**src/rtl/pixload.sv**
```systemverilog
// Pixel loader: assembles bytes from a UART receive FIFO into 24-bit {R,G,B}
// pixels and writes them to consecutive pixel-memory addresses, one frame at a time.
module pixload #(
  parameter int ADDR_BITS   = 10,
  parameter int PIXEL_COUNT = 1024
) (
  input  logic                 clk,
  input  logic                 reset,
  input  logic                 rx_empty,
  input  logic [7:0]           r_data,
  output logic                 rd_uart,
  input  logic                 gray,
  input  logic                 restart,
  output logic                 we,
  output logic [ADDR_BITS-1:0] addr,
  output logic [23:0]          DI,
  output logic                 done
);

  localparam logic [ADDR_BITS-1:0] LAST_IDX = ADDR_BITS'(PIXEL_COUNT - 1);

  typedef enum logic [1:0] {RECV, WRITE, DONE} state_t;

  state_t               state;
  logic [ADDR_BITS-1:0] idx;
  logic [1:0]           byte_cnt;
  logic [15:0]          pix_rg;

  // A restart cycle never pops, so a byte is not lost while the frame is re-armed.
  assign rd_uart = reset && (state == RECV) && !rx_empty && !restart;

  always_ff @(posedge clk or negedge reset) begin
    if (!reset) begin
      state    <= RECV;
      idx      <= '0;
      byte_cnt <= '0;
      pix_rg   <= '0;
      we       <= 1'b0;
      done     <= 1'b0;
      addr     <= '0;
      DI       <= '0;
    end else if (restart) begin
      state    <= RECV;
      idx      <= '0;
      byte_cnt <= '0;
      we       <= 1'b0;
      done     <= 1'b0;
    end else begin
      case (state)
        RECV: begin
          if (rd_uart) begin
            // gray only matters on the first byte; later bytes follow the 3-byte path
            if (byte_cnt == 2'd0 && gray) begin
              DI    <= {3{r_data}};
              addr  <= idx;
              we    <= 1'b1;
              state <= WRITE;
            end else if (byte_cnt == 2'd2) begin
              DI       <= {pix_rg, r_data};
              addr     <= idx;
              we       <= 1'b1;
              byte_cnt <= 2'd0;
              state    <= WRITE;
            end else begin
              if (byte_cnt == 2'd0) begin
                pix_rg[15:8] <= r_data;
              end else begin
                pix_rg[7:0] <= r_data;
              end
              byte_cnt <= byte_cnt + 2'd1;
            end
          end
        end
        WRITE: begin
          we <= 1'b0;
          if (idx == LAST_IDX) begin
            idx   <= '0;
            done  <= 1'b1;
            state <= DONE;
          end else begin
            idx   <= idx + 1'b1;
            state <= RECV;
          end
        end
        DONE: begin
          state <= DONE;
        end
        default: begin
          state <= RECV;
        end
      endcase
    end
  end

endmodule
```
**config.mk**
```make
export PLATFORM = sky130hd
export DESIGN_NAME = pixload
export DESIGN_NICKNAME = d
export VERILOG_FILES = /design/src/rtl/pixload.sv
export SDC_FILE = /design/constraint.sdc
export NUM_CORES = 1
export LEC_CHECK = 0
export BUFFER_PORTS_ARGS = -buffer_cell sky130_fd_sc_hd__buf_2
export CAP_MARGIN = 0
export CORE_MARGIN = 8
export CORE_UTILIZATION = 52
export DETAILED_ROUTE_END_ITERATION = 16
export GPL_TIMING_DRIVEN = 0
export PLACE_DENSITY = 0.75
export SYNTH_ARGS = -nofsm -noshare
export SYNTH_HDL_FRONTEND = slang
export SYNTH_SLANG_ARGS = --single-unit
```
**constraint.sdc**
```tcl
create_clock -name clk -period 3.5 [get_ports clk]
set_clock_uncertainty 0.15 [all_clocks]
set_input_delay 0.7 -clock clk [delete_from_list [all_inputs] [get_ports clk]]
set_output_delay 0.7 -clock clk [all_outputs]
set_load 0.01 [all_outputs]
```
# ---- Yosys cells after proc, flatten, opt, wreduce, memory -nomap -nowiden
# Cells that the tools add are included.
dict set report totals {
  elab_cells 69
  out_inout_bits 37
  register_bits 66
}
dict set report op_classes {
  reduce_logical 21
  n_bitwise 4
  add_sub_neg 2
  n_mux 26
  n_eq_ne 7
}
# op n
set ops {}
lappend ops {{$mux 10} 5}
lappend ops {{$mux 24} 2}
lappend ops {{$mux 2} 10}
lappend ops {{$reduce_and 6->1} 2}
lappend ops {{$add 10x1->10 const B} 1}
lappend ops {{$eq 10x10->1 const B} 1}
lappend ops {{$reduce_bool 2->1} 5}
lappend ops {{$mux 1} 7}
lappend ops {{$pmux 2 s3} 1}
lappend ops {{$reduce_and 3->1} 2}
lappend ops {{$eq 2x2->1 const B} 2}
lappend ops {{$logic_and 1x1->1} 4}
lappend ops {{$logic_not 2->1} 2}
lappend ops {{$ne 4x2->1 const B} 1}
lappend ops {{$not 1->1} 4}
lappend ops {{$reduce_and 2->1} 2}
lappend ops {{$reduce_and 4->1} 1}
lappend ops {{$ne 3x3->1 const B} 1}
lappend ops {{$reduce_bool 3->1} 1}
lappend ops {{$add 2x1->2 const B} 1}
lappend ops {{$eq 2x1->1 const B} 1}
lappend ops {{$logic_not 1->1} 2}
lappend ops {{$ne 2x2->1 const B} 1}
lappend ops {{$pmux 1 s2} 1}

# ---- Logic depth before layout (Yosys ltp)
# Gate-level depths: netlist of run 1.
dict set report logic_depth {
  depth_word 7
  depth_mapped 6
  depth_no_buf 5
}

# ---- Least setup slack after synthesis of run 1
# OpenSTA, ideal clock, no wires.
dict set report synth_path {
  kind {input to register}
  from {in rx_empty}
  to {reg addr[0]}
  setup_time_ns 0.125
  arrival_time_ns 2.203
  t_required_ns 3.225
  path_buffers 2
  path_stages 5
  path_slack_ns 1.022
  cell_sequence {or4b_1 buf_2 nor4_4 buf_6 mux2_2}
}
dict set report synth_between {
  elab_chain_cells 4
}
# item line
set synth_lines {}
lappend synth_lines {{from (decl)} 9} ;# input logic rx_empty,
lappend synth_lines {{$logic_not 1->1} 30} ;# assign rd_uart = reset && (state == RECV) && !rx_empty && !restart;
lappend synth_lines {{$logic_and 1x1->1 (2 in series)} 30}
lappend synth_lines {{$reduce_and 4->1 (no line)} --}
lappend synth_lines {{to (signal assigned)} 55} ;# addr <= idx;
lappend synth_lines {{to (signal assigned)} 60} ;# addr <= idx;
lappend synth_lines {{to (decl)} 15} ;# output logic [ADDR_BITS-1:0] addr,
# Every way passes these cells.
# A chain may end at the register's enable or synchronous reset.

# ---- Worst setup path in the final report of run 1
dict set report layout_path {
  from {in reset}
  to {out rd_uart}
}
dict set report layout_between {
  elab_chain_cells 3
}
# item line
set layout_lines {}
lappend layout_lines {{from (decl)} 8} ;# input logic reset,
lappend layout_lines {{$logic_and 1x1->1 (3 in series)} 30}
lappend layout_lines {{to (decl)} 11} ;# output logic rd_uart,
# Every way passes these cells.

==> results of run 1 <==
## registers in the layout, indices dropped and copies added (netlist names)
register  flops
DI           24
pix_rg       16
addr         10
idx          10
byte_cnt      2
state         2
done          1
we            1
## final timing paths
kind	from	end	slack (ps)	cells after the start
min in group clk	DI[7]	DI[7]	340	1
max	reset	rd_uart	310	5
min	reset	addr[3]	310	1
min reg2reg	DI[7]	DI[7]	340	1
max reg2reg	state[1]	pix_rg[15]	1100	4
max in group asynchronous	reset	pix_rg[3]	2350	1
## routing by layer
| metal | track usage [%] | up-vias | wire (um) |
|---|---|---|---|
| li1 | - | 896 | - |
| met4 | 8.16 | 0 | 114 |
| met1 | 21.5 | 916 | 2650 |
| met5 | 0 | - | 0 |
| met3 | 3.86 | 17 | 347 |
| met2 | 22.8 | 58 | 2610 |
## layout make-up
cell class | instances | area (um^2)
Buffer | 11 | 70.1
Clock buffer | 12 | 145
Clock inverter | 3 | 40.0
Fill cell | 394 | 1850
Inverter | 2 | 7.51
Multi-Input combinational cell | 143 | 1080
Sequential cell | 66 | 1650
Tap cell | 70 | 87.6
Timing Repair Buffer | 48 | 243
## through the flow
step | TNS [ps] | hold WS, ps | power (mW) | setup slack [ps]
2_1_floorplan | 0 | 254 | 1.14 | 1020
3_3_place_gp | -12190 | 312 | 1.28 | -345
3_5_place_dp | 0 | 329 | 1.29 | 126
4_1_cts | 0 | 340 | 1.90 | 269
5_1_grt | 0 | 363 | 1.98 | 113
6_report | 0 | 315 | 1.88 | 310
## worst register-to-register path: cells and delay by family, from the launching register on
kind,cells,cell delay (ps)
and+or+nand+nor,2,1120
muxes,1,410
buffers and inverters,1,190
DFF,1,420
## layout by cell type (no fill, tap or decap), types with 2 or more instances in the layout
cell        n
o21ai_0     2
nand2_1     7
nor3b_1     3
nand3_1     2
clkbuf_8   10
mux2_2     30
buf_4       4
buf_2      49
a21oi_1    23
dfrtp_1    66
o2111ai_1   3
nor2_1     27
buf_6       2
mux2i_1    16
clkbuf_1    5
inv_1       2
xor2_1      6
or3_1       2
nor3_1      3
clkinv_2    2
mux2_1      4
nand2b_1    2
and3_1      2
## kinds of logic (layout without fill, tap and decap cells)
family                   count (synthesis)  count (layout)
AND/OR/NAND/NOR                         55              55
flip-flops                              66              66
adder cells (fa/ha/maj)                  1               1
AO/OA/AOI/OAI                           30              30
buffers and inverters                   13              76
XOR/XNOR                                 7               7
multiplexers                            50              50
## power groups by stage
stage	sequential [mW]	combinational, mW	clock [mW]
after global routing	0.961	0.362	0.658
after detailed placement	0.957	0.333	0
after floorplan	0.989	0.155	0
after global placement	0.951	0.327	0
after CTS	0.943	0.334	0.622
final	0.943	0.325	0.611
==> impl_results.md, run 1 <==
- Status: complete, no violations
- Dominant cells by area after synthesis: dfrtp_1 (59%), mux2_2 (12%), mux2i_1 (5.7%), a21oi_1 (4.1%), nor2_1 (3.6%)
- CTS Buffer Depth: 2
- Compound-gate portion of the synthesized area: 6.01%
- Async SR Flop Fraction: 100%
- Combinational family with the most area after synthesis: multiplexers
- Pins Over Slew Limit: 0
- Power share of the clock group: 32.5%
- Routed Antenna Nets: 0
- Final design area excluding fillers: 0.00333 mm^2
- Max-cap violations: 0
- Power per cell area: 565 mW/mm^2
- Number of nets at the end of the flow: 295
- Via count: 1887
- Synth Instances: 222
- Mean area per synthesized cell: 12.7 um^2
- Post-synthesis sequential area ratio: 58.8%
- Clock slew at the register clock pins of the worst setup and hold paths: 60 ps
- Sequential share of power: 50.2%
- Slowest cell on the critical path: buf_4
- Remaining design rule violation count: 0
- Count leader, synth: dfrtp_1
- Sum of overflow across all layers after global routing: 0
- Die Span Y: 89.5 um
- Post-synth EDFFs: 0
- Placed instance count: 340
- Count of endpoints failing hold in the final timing report: 0
- Combinational share of power: 17.3%
- Worst path required time: 2650 ps
- WL final: 5720 um
- Leading area contributor after synthesis: dfrtp_1
- H-tree Lvls: 3
- GPL Wtd Cong: 0.828
- Proportion of synthesized area in mux cells: 19.3%
- Synthesized net count: 236
- Setup repair bufs after CTS: 0
- Largest net degree at the start of global routing: 69
- Total of warnings raised by yosys: 0
- Input/output buffers: 48
- Family of cells with the greatest summed delay on the critical path: buffers and inverters
- Number of global-route vias before repair: 1857
- Total clock sinks: 66
- Share of the core filled with cells in the final layout: 64.3%
- Global-route wire length before repair: 9390 um
- RSZ-0062 raised after global routing: false
- Top cell types by occurrence after synthesis: dfrtp_1 (66), mux2_2 (30), nor2_1 (27)
- Detailed router's first-iteration violation count: 123
- Hold Buf Count CTS: 0
- Maximum clock frequency: 0.313 GHz
- Synth-to-Final Area Change: 18.3%
- Kind of path behind the tightest hold check: input port to async pin
- Final period utilization: 91.2%
- Switching power as a share of total power: 26.4%
- Post-synthesis sequential element count: 66
- Placement Rows: 26
- Share of layout cells above drive strength 1: 35.4%
- Buf+Inv Stages, Crit Path: 3
- Netlist area before placement: 0.00281 mm^2
- Setup CP Type: input port to output pin
- Area enclosed by the die boundary: 0.00801 mm^2
- # setup viols final: 0
- Antenna violations before repair: 0
- Number of optimization iterations in the first detailed-route pass: 4
- Post-Layout Cell Count: 355
- Io pins: 50
- Final HPWL from detailed placement: 3930 um
- Type of destination of the critical path: output pin
- Sequence of cells on the critical path: buf_4 > or4b_1 > buf_2 > nor2_1 > buf_2
- CTS tree: built
- Fraction of the mapped netlist area in adder cells: 0.445%
- CTS buffer count: 9
- Effective utilization at floorplan: 54.3%
- Post-placement cell area: 0.00314 mm^2
- Worst slew margin relative to its limit: 45.0%
- Antenna diode instance count: 0
- P_int: 1.38 mW
- Buffer cell driving the clock tree root: clkbuf_8
- Die X: 89.5 um
- Ys flop type: dfrtp_1
- Floorplan core area: 0.00517 mm^2
- Slew at the pin with the worst max-slew slack: 825 ps
- Element type at the critical path start: input port
- Arrival time at the worst endpoint: 2340 ps
- Clock insertion delay at the later pin of the skew report: 330 ps
- Post-Synth Simple-Gate Area: 10.5%
- Maximum ir drop on the vdd rail: 314 uV
- Critical path's largest stage delay: 620 ps
- Routed wirelength normalized by instance count: 16.1 um
- Post-synthesis xor/xnor area fraction: 2.18%
- GRT Total Usage: 15.8%
- Net Sw Power: 495 uW
- Post-cts repair resize count: 0
- Critical path peak fanout: 68
- Leakage: 1.61 nW
- Average vias per placed instance: 5.32
- Final min period: 3190 ps
- Top cell type's share of synthesized area: 58.8%
- CP most frequent cell: buf_2
- Number of distinct library cells after synthesis: 33
Note: power is estimated with default switching activity, not from simulation.
==> run 2, diff against run 1 <==
Settings changed: CORE_UTILIZATION 52 to 50, PLACE_DENSITY 0.75 to 0.73.
==> impl_results.md, run 2 (synthesized netlist as in run 1, its figures left out) <==
- # setup viols final: 0 (unchanged)
- Placed instance count: 342 (+0.59%)
- Maximum ir drop on the vdd rail: 306 uV (-2.6%)
- Commonest non-fill, non-tap cell in the layout: dfrtp_1
- Max-cap violations: 0 (unchanged)
- Antenna diode instance count: 0 (unchanged)
- Synth-to-Final Area Change: 20.5%
- Element type at the critical path start: input port
- Regs by FF count: DI (24), pix_rg (16)
- Largest net degree at the start of global routing: 69 (unchanged)
- Final HPWL from detailed placement: 3960 um (+0.87%)
- Routed Antenna Nets: 0 (unchanged)
- Final min period: 3190 ps (+1.23 ps)
- Clock insertion delay at the later pin of the skew report: 330 ps (about the same)
- Worst slew margin relative to its limit: 44.8% (-0.25 points)
- Top reg by flops: DI
- Slew at the pin with the worst max-slew slack: 828 ps (+3.78 ps)
- Final period utilization: 91.2% (about the same)
- Antenna violations before repair: 0 (unchanged)
- Critical path peak fanout: 68 (unchanged)
- CTS buffer count: 9 (unchanged)
- WL final: 5770 um (+0.94%)
- Setup repair bufs after CTS: 0 (unchanged)
- Number of nets at the end of the flow: 295 (unchanged)
- Pins Over Slew Limit: 0 (unchanged)
- Leakage: 1.63 nW (+1.3%)
- Top library cells by usage in the layout, fill and taps aside: dfrtp_1 (66), buf_2 (49), mux2_2 (30)
- Slowest cell on the critical path: buf_4
- Kind of path behind the tightest hold check: input port to async pin
- Post-cts repair resize count: 0 (unchanged)
- Hold Buf Count CTS: 0 (unchanged)
- Effective utilization at floorplan: 51.3% (-3.0 points)
- Die Span Y: 91.0 um (+1.6%)
- Status: complete, no violations
- Count of endpoints failing hold in the final timing report: 0 (unchanged)
- GPL Wtd Cong: 0.830 (+0.13%)
- Hold slack: 309 ps (-5.96 ps)
- Global-route wire length before repair: 9720 um (+3.5%)
- Sum of overflow across all layers after global routing: 0 (unchanged)
- Arrival time at the worst endpoint: 2340 ps (about the same)
- Via count: 1915 (+1.5%)
- Io pins: 50 (unchanged)
- Share of layout cells above drive strength 1: 36.0% (+0.58 points)
- Family of cells with the greatest summed delay on the critical path: buffers and inverters
- Setup slack after layout: 308 ps (-1.23 ps)
- Pre-CTS WS: 82.8 ps (-43.3 ps)
- Input/output buffers: 48 (unchanged)
- Share of the core filled with cells in the final layout: 61.9% (-2.4 points)
- Buffer cell driving the clock tree root: clkbuf_8
- Average vias per placed instance: 5.35 (+0.63%)
- Fillers: 461 (+17%)
- GRT Total Usage: 14.5% (-1.3 points)
- Area enclosed by the die boundary: 0.00828 mm^2 (+3.3%)
- H-tree Lvls: 3 (unchanged)
- RSZ-0062 raised after global routing: false
- Type of destination of the critical path: output pin
- Footprint of the multi-input gates: 0.00108 mm^2 (unchanged)
- Power per cell area: 602 mW/mm^2 (+6.6%)
- Detailed router's first-iteration violation count: 68 (-45%)
- CTS tree: built
- Post-Layout Cell Count: 358 (+0.85%)
- Worst path required time: 2650 ps (about the same)
- Critical path's largest stage delay: 610 ps (about the same)
- Sequence of cells on the critical path: buf_4 > or4b_1 > buf_2 > nor2_1 > buf_2
- Routed wirelength normalized by instance count: 16.1 um (about the same)
- Number of optimization iterations in the first detailed-route pass: 4 (unchanged)
- Maximum clock frequency: 0.313 GHz (about the same)
- Die X: 91.0 um (+1.6%)
- CTS Buffer Depth: 2 (unchanged)
- Flip-flop count of the largest register after layout: 24 (unchanged)
- CP most frequent cell: buf_2
- Remaining design rule violation count: 0 (unchanged)
- Buf+Inv Stages, Crit Path: 3 (unchanged)
- Number of global-route vias before repair: 1964 (+5.8%)
- Total clock sinks: 66 (unchanged)
- Setup CP Type: input port to output pin
- Overall power after layout: 2.04 mW (+8.6%)
- Floorplan core area: 0.00547 mm^2 (+5.8%)
- Clock slew at the register clock pins of the worst setup and hold paths: 60 ps (about the same)
- Register area: 0.00165 mm^2 (unchanged)
- Placement Rows: 27 (+3.8%)
[run 2: cell types whose count changed in the layout (fill, tap and decap cells not counted)]
cell,previous run,this run
bufinv_16,1,3
clkinv_4,0,2
clkbuf_1,5,4
clkbuf_8,10,9
clkinv_2,2,0
clkinvlp_4,0,1
[run 2: worst register-to-register path, cell delays in order (launching register included)]
cell,delay [ps]
dfrtp_1,420
or4b_1,530
buf_2,190
nor4b_4,620
mux2_2,410
[run 2: stage by stage]
step | instance area [um^2] | setup TNS [ps]
floorplan | 2810 | 0
global placement | 3140 | -11760
detailed placement | 3140 | 0
CTS | 3390 | 0
global route | 3390 | 0
finish | 3390 | 0
[run 2: cell type report]
type                    count  area share [%]
well taps                  72            2.66
inverters                   2           0.222
clock buffers              10            3.77
plain buffers              11            2.07
multi-input cells         143            31.9
clock inverters             6            3.40
flip-flops and latches     66            48.8
repair buffers             48            7.17
[run 2: layer usage]
layer	share of wire (%)	global-route usage [%]	vias up
met5	0	0	-
met4	1.9	7.23	0
met3	5.0	4.44	11
met2	47	21.8	39
met1	46	18.6	961
li1	-	-	904
[run 2: path summary, 6_finish.rpt]
| kind | end | startpoint | depth (start not counted) | slack, ps |
|---|---|---|---|---|
| min in group clk | DI[7] | DI[7] | 1 | 340 |
| worst max-delay path | rd_uart | reset | 5 | 310 |
| worst min register to register | DI[7] | DI[7] | 1 | 340 |
| max in group asynchronous | addr[0] | reset | 1 | 2340 |
| worst max register to register | pix_rg[9] | state[1] | 4 | 1070 |
| worst min-delay path | addr[3] | reset | 1 | 310 |
[run 2: power by group]
group          internal [mW]  switching, mW  total [mW]  leakage, nW
clock                  0.476          0.293       0.769        0.117
combinational          0.157          0.172       0.329        0.669
sequential             0.883         0.0589       0.942        0.843
